--- src/rtl/tqvp_pdm_cic_fifo.sv ---
// PDM microphone front end: PDM clock, 1-2 channel CIC3 decimation and a PCM frame FIFO.
// Define TQVP_PDM_OVF_IRQ_EN to also drive user_interrupt from the sticky overflow flag.
module tqvp_pdm_cic_fifo #(
  parameter int unsigned CHANNELS   = 2,
  parameter int unsigned FIFO_DEPTH = 8,
  parameter int unsigned ACC_W      = 26
) (
  input  logic        clk,
  input  logic        rst,
  input  logic        pdm_dat_i,
  output logic        pdm_clk_o,
  input  logic [5:0]  address,
  input  logic [31:0] data_in,
  input  logic [1:0]  data_write_n,
  input  logic [1:0]  data_read_n,
  output logic [31:0] data_out,
  output logic        data_ready,
  output logic        user_interrupt
);
  localparam int unsigned AW = $clog2(FIFO_DEPTH);

  logic        en_q;
  logic [7:0]  period_q, per_act_q, phase_q, per_eff;
  logic [12:0] decim_q;
  logic [7:0]  r_act_q, r_eff, dec_cnt_q;
  logic [4:0]  sh_act_q, sh_pipe_q;
  logic [5:0]  thresh_q, level;
  logic        ovf_q, pdm_prev_q, pend_q, comb_vld_q;
  logic [1:0]  warm_q, cap;
  logic        wr_en, rd_en, last0, frame_done, push_v, pop, flush, empty, full;
  logic signed [ACC_W-1:0] integ_q [2][3];
  logic signed [ACC_W-1:0] dly_q [2][3];
  logic signed [ACC_W-1:0] comb_q [2];
  logic signed [ACC_W-1:0] step, i1n [2], i2n [2], i3n [2], fval [2], c1 [2], c2 [2], c3 [2];
  logic signed [ACC_W-1:0] shv [2];
  logic [15:0] sat [2];
  logic [31:0] entry;
  logic [31:0] mem_q [FIFO_DEPTH];
  logic [AW:0] wp_q, rp_q;
  logic        unused_data;

  assign unused_data = ^data_in[31:13];
  assign data_ready  = 1'b1;
  assign wr_en       = (data_write_n != 2'b11);
  assign rd_en       = (data_read_n != 2'b11);

  assign per_eff   = (period_q < 8'd2) ? 8'd2 : period_q;
  assign r_eff     = (decim_q[7:0] < 8'd4) ? 8'd4 : decim_q[7:0];
  assign pdm_clk_o = en_q && (phase_q < (per_act_q >> 1));

  // pdm_prev_q parks at 1 while disabled so the first high phase is not seen as a ch1 edge.
  assign cap[0]     = en_q && pdm_prev_q && !pdm_clk_o;
  assign cap[1]     = (CHANNELS == 2) && en_q && !pdm_prev_q && pdm_clk_o;
  assign last0      = cap[0] && (dec_cnt_q == r_act_q - 8'd1);
  assign frame_done = (CHANNELS == 2) ? (cap[1] && pend_q) : last0;

  always_comb begin
    step = pdm_dat_i ? ACC_W'(1) : '1;
    for (int c = 0; c < 2; c++) begin
      i1n[c]  = integ_q[c][0] + step;
      i2n[c]  = integ_q[c][1] + i1n[c];
      i3n[c]  = integ_q[c][2] + i2n[c];
      fval[c] = cap[c] ? i3n[c] : integ_q[c][2];
      c1[c]   = fval[c] - dly_q[c][0];
      c2[c]   = c1[c] - dly_q[c][1];
      c3[c]   = c2[c] - dly_q[c][2];
      shv[c]  = comb_q[c] >>> sh_pipe_q;
      if ((&shv[c][ACC_W-1:15]) || !(|shv[c][ACC_W-1:15])) begin
        sat[c] = shv[c][15:0];
      end else begin
        sat[c] = shv[c][ACC_W-1] ? 16'h8000 : 16'h7fff;
      end
    end
  end

  assign entry = {(CHANNELS == 2) ? sat[1] : 16'h0000, sat[0]};

  always_ff @(posedge clk) begin
    if (rst) begin
      en_q       <= 1'b0;
      period_q   <= '0;
      decim_q    <= '0;
      thresh_q   <= '0;
      per_act_q  <= '0;
      phase_q    <= '0;
      r_act_q    <= '0;
      sh_act_q   <= '0;
      sh_pipe_q  <= '0;
      dec_cnt_q  <= '0;
      pend_q     <= 1'b0;
      warm_q     <= '0;
      comb_vld_q <= 1'b0;
      pdm_prev_q <= 1'b1;
      for (int c = 0; c < 2; c++) begin
        comb_q[c] <= '0;
        for (int s = 0; s < 3; s++) begin
          integ_q[c][s] <= '0;
          dly_q[c][s]   <= '0;
        end
      end
    end else begin
      if (wr_en && address == 6'h00) en_q <= data_in[0];
      if (wr_en && address == 6'h04) period_q <= data_in[7:0];
      if (wr_en && address == 6'h08) decim_q <= data_in[12:0];
      if (wr_en && address == 6'h14) thresh_q <= data_in[5:0];
      if (!en_q) begin
        phase_q    <= '0;
        per_act_q  <= per_eff;
        r_act_q    <= r_eff;
        sh_act_q   <= decim_q[12:8];
        dec_cnt_q  <= '0;
        pend_q     <= 1'b0;
        warm_q     <= '0;
        comb_vld_q <= 1'b0;
        pdm_prev_q <= 1'b1;
        for (int c = 0; c < 2; c++) begin
          comb_q[c] <= '0;
          for (int s = 0; s < 3; s++) begin
            integ_q[c][s] <= '0;
            dly_q[c][s]   <= '0;
          end
        end
      end else begin
        pdm_prev_q <= pdm_clk_o;
        if (phase_q == per_act_q - 8'd1) begin
          phase_q   <= '0;
          per_act_q <= per_eff;
        end else begin
          phase_q <= phase_q + 8'd1;
        end
        if (cap[0]) dec_cnt_q <= last0 ? 8'd0 : dec_cnt_q + 8'd1;
        if (frame_done) pend_q <= 1'b0;
        if (last0) pend_q <= 1'b1;
        for (int c = 0; c < 2; c++) begin
          if (cap[c]) begin
            integ_q[c][0] <= i1n[c];
            integ_q[c][1] <= i2n[c];
            integ_q[c][2] <= i3n[c];
          end
        end
        comb_vld_q <= frame_done && (warm_q == 2'd3);
        if (frame_done) begin
          // The finished frame keeps the shift it was accumulated under.
          r_act_q   <= r_eff;
          sh_act_q  <= decim_q[12:8];
          sh_pipe_q <= sh_act_q;
          if (warm_q != 2'd3) warm_q <= warm_q + 2'd1;
          for (int c = 0; c < 2; c++) begin
            dly_q[c][0] <= fval[c];
            dly_q[c][1] <= c1[c];
            dly_q[c][2] <= c2[c];
            comb_q[c]   <= c3[c];
          end
        end
      end
    end
  end

  assign push_v = comb_vld_q && en_q;
  assign empty  = (wp_q == rp_q);
  assign full   = (wp_q[AW] != rp_q[AW]) && (wp_q[AW-1:0] == rp_q[AW-1:0]);
  assign pop    = rd_en && (address == 6'h0C) && !empty;
  assign flush  = wr_en && (address == 6'h00) && data_in[1];
  assign level  = 6'(wp_q - rp_q);

  always_ff @(posedge clk) begin
    if (rst) begin
      wp_q  <= '0;
      rp_q  <= '0;
      ovf_q <= 1'b0;
    end else begin
      if (flush) begin
        wp_q <= '0;
        rp_q <= '0;
      end else begin
        if (push_v && (!full || pop)) wp_q <= wp_q + 1'b1;
        if (pop) rp_q <= rp_q + 1'b1;
      end
      if (wr_en && address == 6'h10 && data_in[10]) ovf_q <= 1'b0;
      if (push_v && full && !pop && !flush) ovf_q <= 1'b1;
    end
  end

  always_ff @(posedge clk) begin
    if (push_v && (!full || pop) && !flush) mem_q[wp_q[AW-1:0]] <= entry;
  end

  always_comb begin
    data_out = 32'h0;
    case (address)
      6'h00:   data_out = {31'h0, en_q};
      6'h04:   data_out = {24'h0, period_q};
      6'h08:   data_out = {19'h0, decim_q};
      6'h0C:   data_out = empty ? 32'h0 : mem_q[rp_q[AW-1:0]];
      6'h10:   data_out = {21'h0, ovf_q, full, empty, 2'b00, level};
      6'h14:   data_out = {26'h0, thresh_q};
      default: data_out = 32'h0;
    endcase
  end

`ifdef TQVP_PDM_OVF_IRQ_EN
  assign user_interrupt = ((thresh_q != 6'd0) && (level >= thresh_q)) || ovf_q;
`else
  assign user_interrupt = (thresh_q != 6'd0) && (level >= thresh_q);
`endif

endmodule

--- config.mk ---
export PLATFORM = sky130hd
export DESIGN_NAME = tqvp_pdm_cic_fifo
export DESIGN_NICKNAME = d
export VERILOG_FILES = /design/src/rtl/tqvp_pdm_cic_fifo.sv
export SDC_FILE = /design/constraint.sdc
export NUM_CORES = 2
export LEC_CHECK = 0
export CAP_MARGIN = 0
export CORE_ASPECT_RATIO = 1.1
export CORE_MARGIN = 4
export CORE_UTILIZATION = 29
export DETAILED_ROUTE_END_ITERATION = 16
export DONT_BUFFER_PORTS = 1
export GPL_ROUTABILITY_DRIVEN = 1
export GPL_TIMING_DRIVEN = 0
export PLACE_DENSITY_LB_ADDON = 0.25
export SYNTH_ARGS = -nofsm -noshare
export SYNTH_HDL_FRONTEND = slang
export SYNTH_SLANG_ARGS = --single-unit
--- constraint.sdc ---
create_clock -name clk -period 18.2 [get_ports clk]
set_clock_uncertainty 0.2 [all_clocks]
set_input_delay 5.46 -clock clk [delete_from_list [all_inputs] [get_ports clk]]
set_output_delay 5.46 -clock clk [all_outputs]
set_load 0.05 [all_outputs]
==> impl_metrics.py <==
metrics = {
    "placement": {
        "dp_hpwl_um": 84100,
        "port_buffers": 0,
        "gp_congestion": 0.844,
    },
    "drt": {
        "drtIter0Drc": 1698,
        "route.vias.total": 31293,
        "wl_per_cell_um": 17.2,
        "viasPerCell": 4.83,
        "postRouteAntennaNets": 0,
        "drc": 0,
        "firstDrtPassIters": 7,
        "totalWireLength_um": 112000,
    },
    "synthesis": {
        "synth_area_leaders": "edfxtp_1, ha_1, mux4_2",
        "synth.most_common_cell": "edfxtp_1",
        "synth_cells": 4251,
        "avgSynthCellArea_um2": 10.5,
        "synthTopCellsByCount": "edfxtp_1, nor2_1, ha_1, nand2_1, a21oi_1",
        "async_reset_ff_frac": 0,
        "yosysSeqAreaShare": 0.456,
        "synth.distinct_cells": 94,
        "synth_top_cell_area_share": 0.417,
        "synth-seq-cells": 707,
        "yosysTopAreaCell": "edfxtp_1",
        "yosysWarnings": 0,
        "synth_area_um2": 44700,
        "synth_ff_type": "edfxtp_1",
        "synth-edff-count": 620,
        "syn_nets": 4633,
    },
    "sta": {
        "max_freq_mhz": 64.8,
        "fin_tns_setup_ns": 0,
        "slew-limit-headroom": 0.126,
        "setup_viol": 0,
        "worst-slew-pin-transition_ns": 1.31,
        "rsz0062_at_grt": "no",
        "whs_ns": 0.257,
        "period_share": 0.848,
        "final_hold_viol_count": 0,
        "fin_crit_ns": 15.43,
        "drv_slew": 0,
    },
    "floorplan": {
        "chipHeight_um": 420,
        "placementRows": 150,
        "dieWidth_um": 382,
        "io_pins": 80,
        "dieArea_um2": 160000,
        "start_util": 0.293,
        "coreArea_um2": 153000,
    },
    "worst_setup_path": {
        "r2r_cells": 43,
        "critPathLaunch": "pdm_dat_i",
        "required_ns": 18.45,
        "slowest_stage": "o21ai_0",
        "start_kind": "primary input",
        "cp.arrival_ns": 15.68,
        "cp_max_fo": 42,
        "critPathCaptureType": "register",
        "crit_path_max_incr_delay_ns": 0.51,
        "r2r_start": "integ_q[0][52]",
        "path_class": "primary input to register",
    },
    "global_route": {
        "grt_first_pass_wirelength_um": 175000,
        "grt_usage": 0.137,
        "grt_max_degree": 67,
        "antenna_found_initial": 1,
        "grt_pass1_vias": 31269,
        "grt_overflow": 0,
    },
    "cts": {
        "cts_resized": 0,
        "path_clk_slew_ns": 0.06,
        "root_buffer": "clkbuf_16",
        "hold_buffers": 0,
        "cts_tree": "built",
        "cts_made_buffers": 87,
        "clock_sinks": 707,
        "clk_latency_ns": 0.67,
        "clockBufferDepth": 3,
        "cts_setup_buffers": 0,
        "h-tree-depth": 3,
    },
    "worst_hold_path": {
        "hp-class": "register to register",
        "hp-start": "sh_act_q[3]",
        "holdPathStages": 2,
    },
    "power_and_ir_drop": {
        "p_per_area_nw_per_um2": 84.5,
        "vdd.ir_drop.worst_uv": 72.2,
        "finalPower_uw": 4270,
        "power.leakage_uw": 0.0199,
    },
    "cells_and_area": {
        "nets": 4744,
        "area.growth.synth_to_final_pct": 13.1,
        "layout-drive-gt1-share": 0.0761,
        "multi_input_area_um2": 22700,
        "seq_area_um2": 20400,
        "final.fill_count": 15496,
    },
    "job": {
        "drv_cap": 0,
    },
    "outcome": {
        "status": "completed",
    },
}
[per-stage QoR]
step           utilization  setup slack (ns)  area, um2  cells
5_1_grt              0.331              1.98      50500   6483
6_report             0.331              2.77      50500   6484
2_1_floorplan            -              3.12      44700   4251
4_1_cts              0.331              2.94      50500   6482
3_3_place_gp         0.310              1.15      47200   6303
3_5_place_dp         0.313              2.26      47700   6324
[flip-flops by register name (all words and copies together) (netlist names), 2 cells and up, named ones only]
signal and cells:
sh_pipe_q 5, comb_q 52, rp_q 4, integ_q 156
mem_q 256, per_act_q 8, dly_q 156, warm_q 2
r_act_q 8, wp_q 4, period_q 8, thresh_q 6
decim_q 13, dec_cnt_q 8, sh_act_q 5, phase_q 8
[final cells by class]
class,count,share of cell area
Multi-Input combinational cell,3105,0.449
Antenna cell,1,0.0000495
Clock inverter,46,0.00976
Timing Repair Buffer,22,0.00768
Sequential cell,707,0.403
Buffer,156,0.0122
Tap cell,2052,0.0508
Clock buffer,112,0.0464
Inverter,283,0.0210
[logic make-up after synthesis]
kind of cell    synth area share
simple gates               0.143
compound gates             0.136
flops                      0.456
buf+inv                   0.0376
fa+ha+maj                 0.0966
xor+xnor                  0.0589
mux                       0.0725
other cells            0.0000839
[metal layers]
layer	share of wire	routed length, um	vias up	track usage
met5	0	0	-	0
met4	0.023	2610	0	0.0346
met3	0.030	3330	150	0.0178
met2	0.50	55400	395	0.248
met1	0.45	50200	14942	0.172
li1	-	-	15806	-
[report_power, final]
group | leakage (uW) | internal, uW | total (uW) | switching, uW
Combinational | 0.0110 | 346 | 792 | 446
Clock | 0.00137 | 1010 | 1730 | 713
Sequential | 0.00753 | 1750 | 1750 | 2.06
[placed cells by master (no fill, tap or decap), types with 13 or more instances in the layout]
master / count
nand4_1: 30
clkbuf_1: 140
a21boi_0: 24
dfxtp_1: 87
mux4_2: 92
nor3_1: 57
o21a_1: 43
clkbuf_16: 88
o21ai_0: 192
buf_1: 20
or3_1: 20
nand2b_1: 49
nor2b_1: 118
mux2_2: 29
edfxtp_1: 620
inv_1: 281
nor2_1: 361
and3_1: 163
and2_1: 62
ha_1: 324
clkinv_1: 18
xor2_1: 114
a21oi_1: 300
nor4_1: 14
o21bai_1: 33
a31oi_1: 37
nand3_1: 62
o21ai_1: 17
a21o_1: 122
fa_1: 13
xnor2_1: 181
nand2_1: 319
o31ai_1: 16
a211oi_1: 45
mux2i_1: 84
[worst max-delay path: cells and delay by family]
kind                       cells  cell delay, ns
adders and majority gates      6            1.99
xor gates and xnor gates       5            0.81
and+or+nand+nor                9            1.60
AOI/OAI and AO/OA             22            5.39
buffers and inverters          2            0.39
[path summary, 6_finish.rpt]
| path | end | slack [ns] |
|---|---|---|
| min | sh_act_q[3] | 0.26 |
| max | comb_q[0][25] | 2.77 |
| min reg2reg | sh_act_q[3] | 0.26 |
| max reg2reg | comb_q[0][25] | 7.35 |
Note: power is estimated with default switching activity, not from simulation.
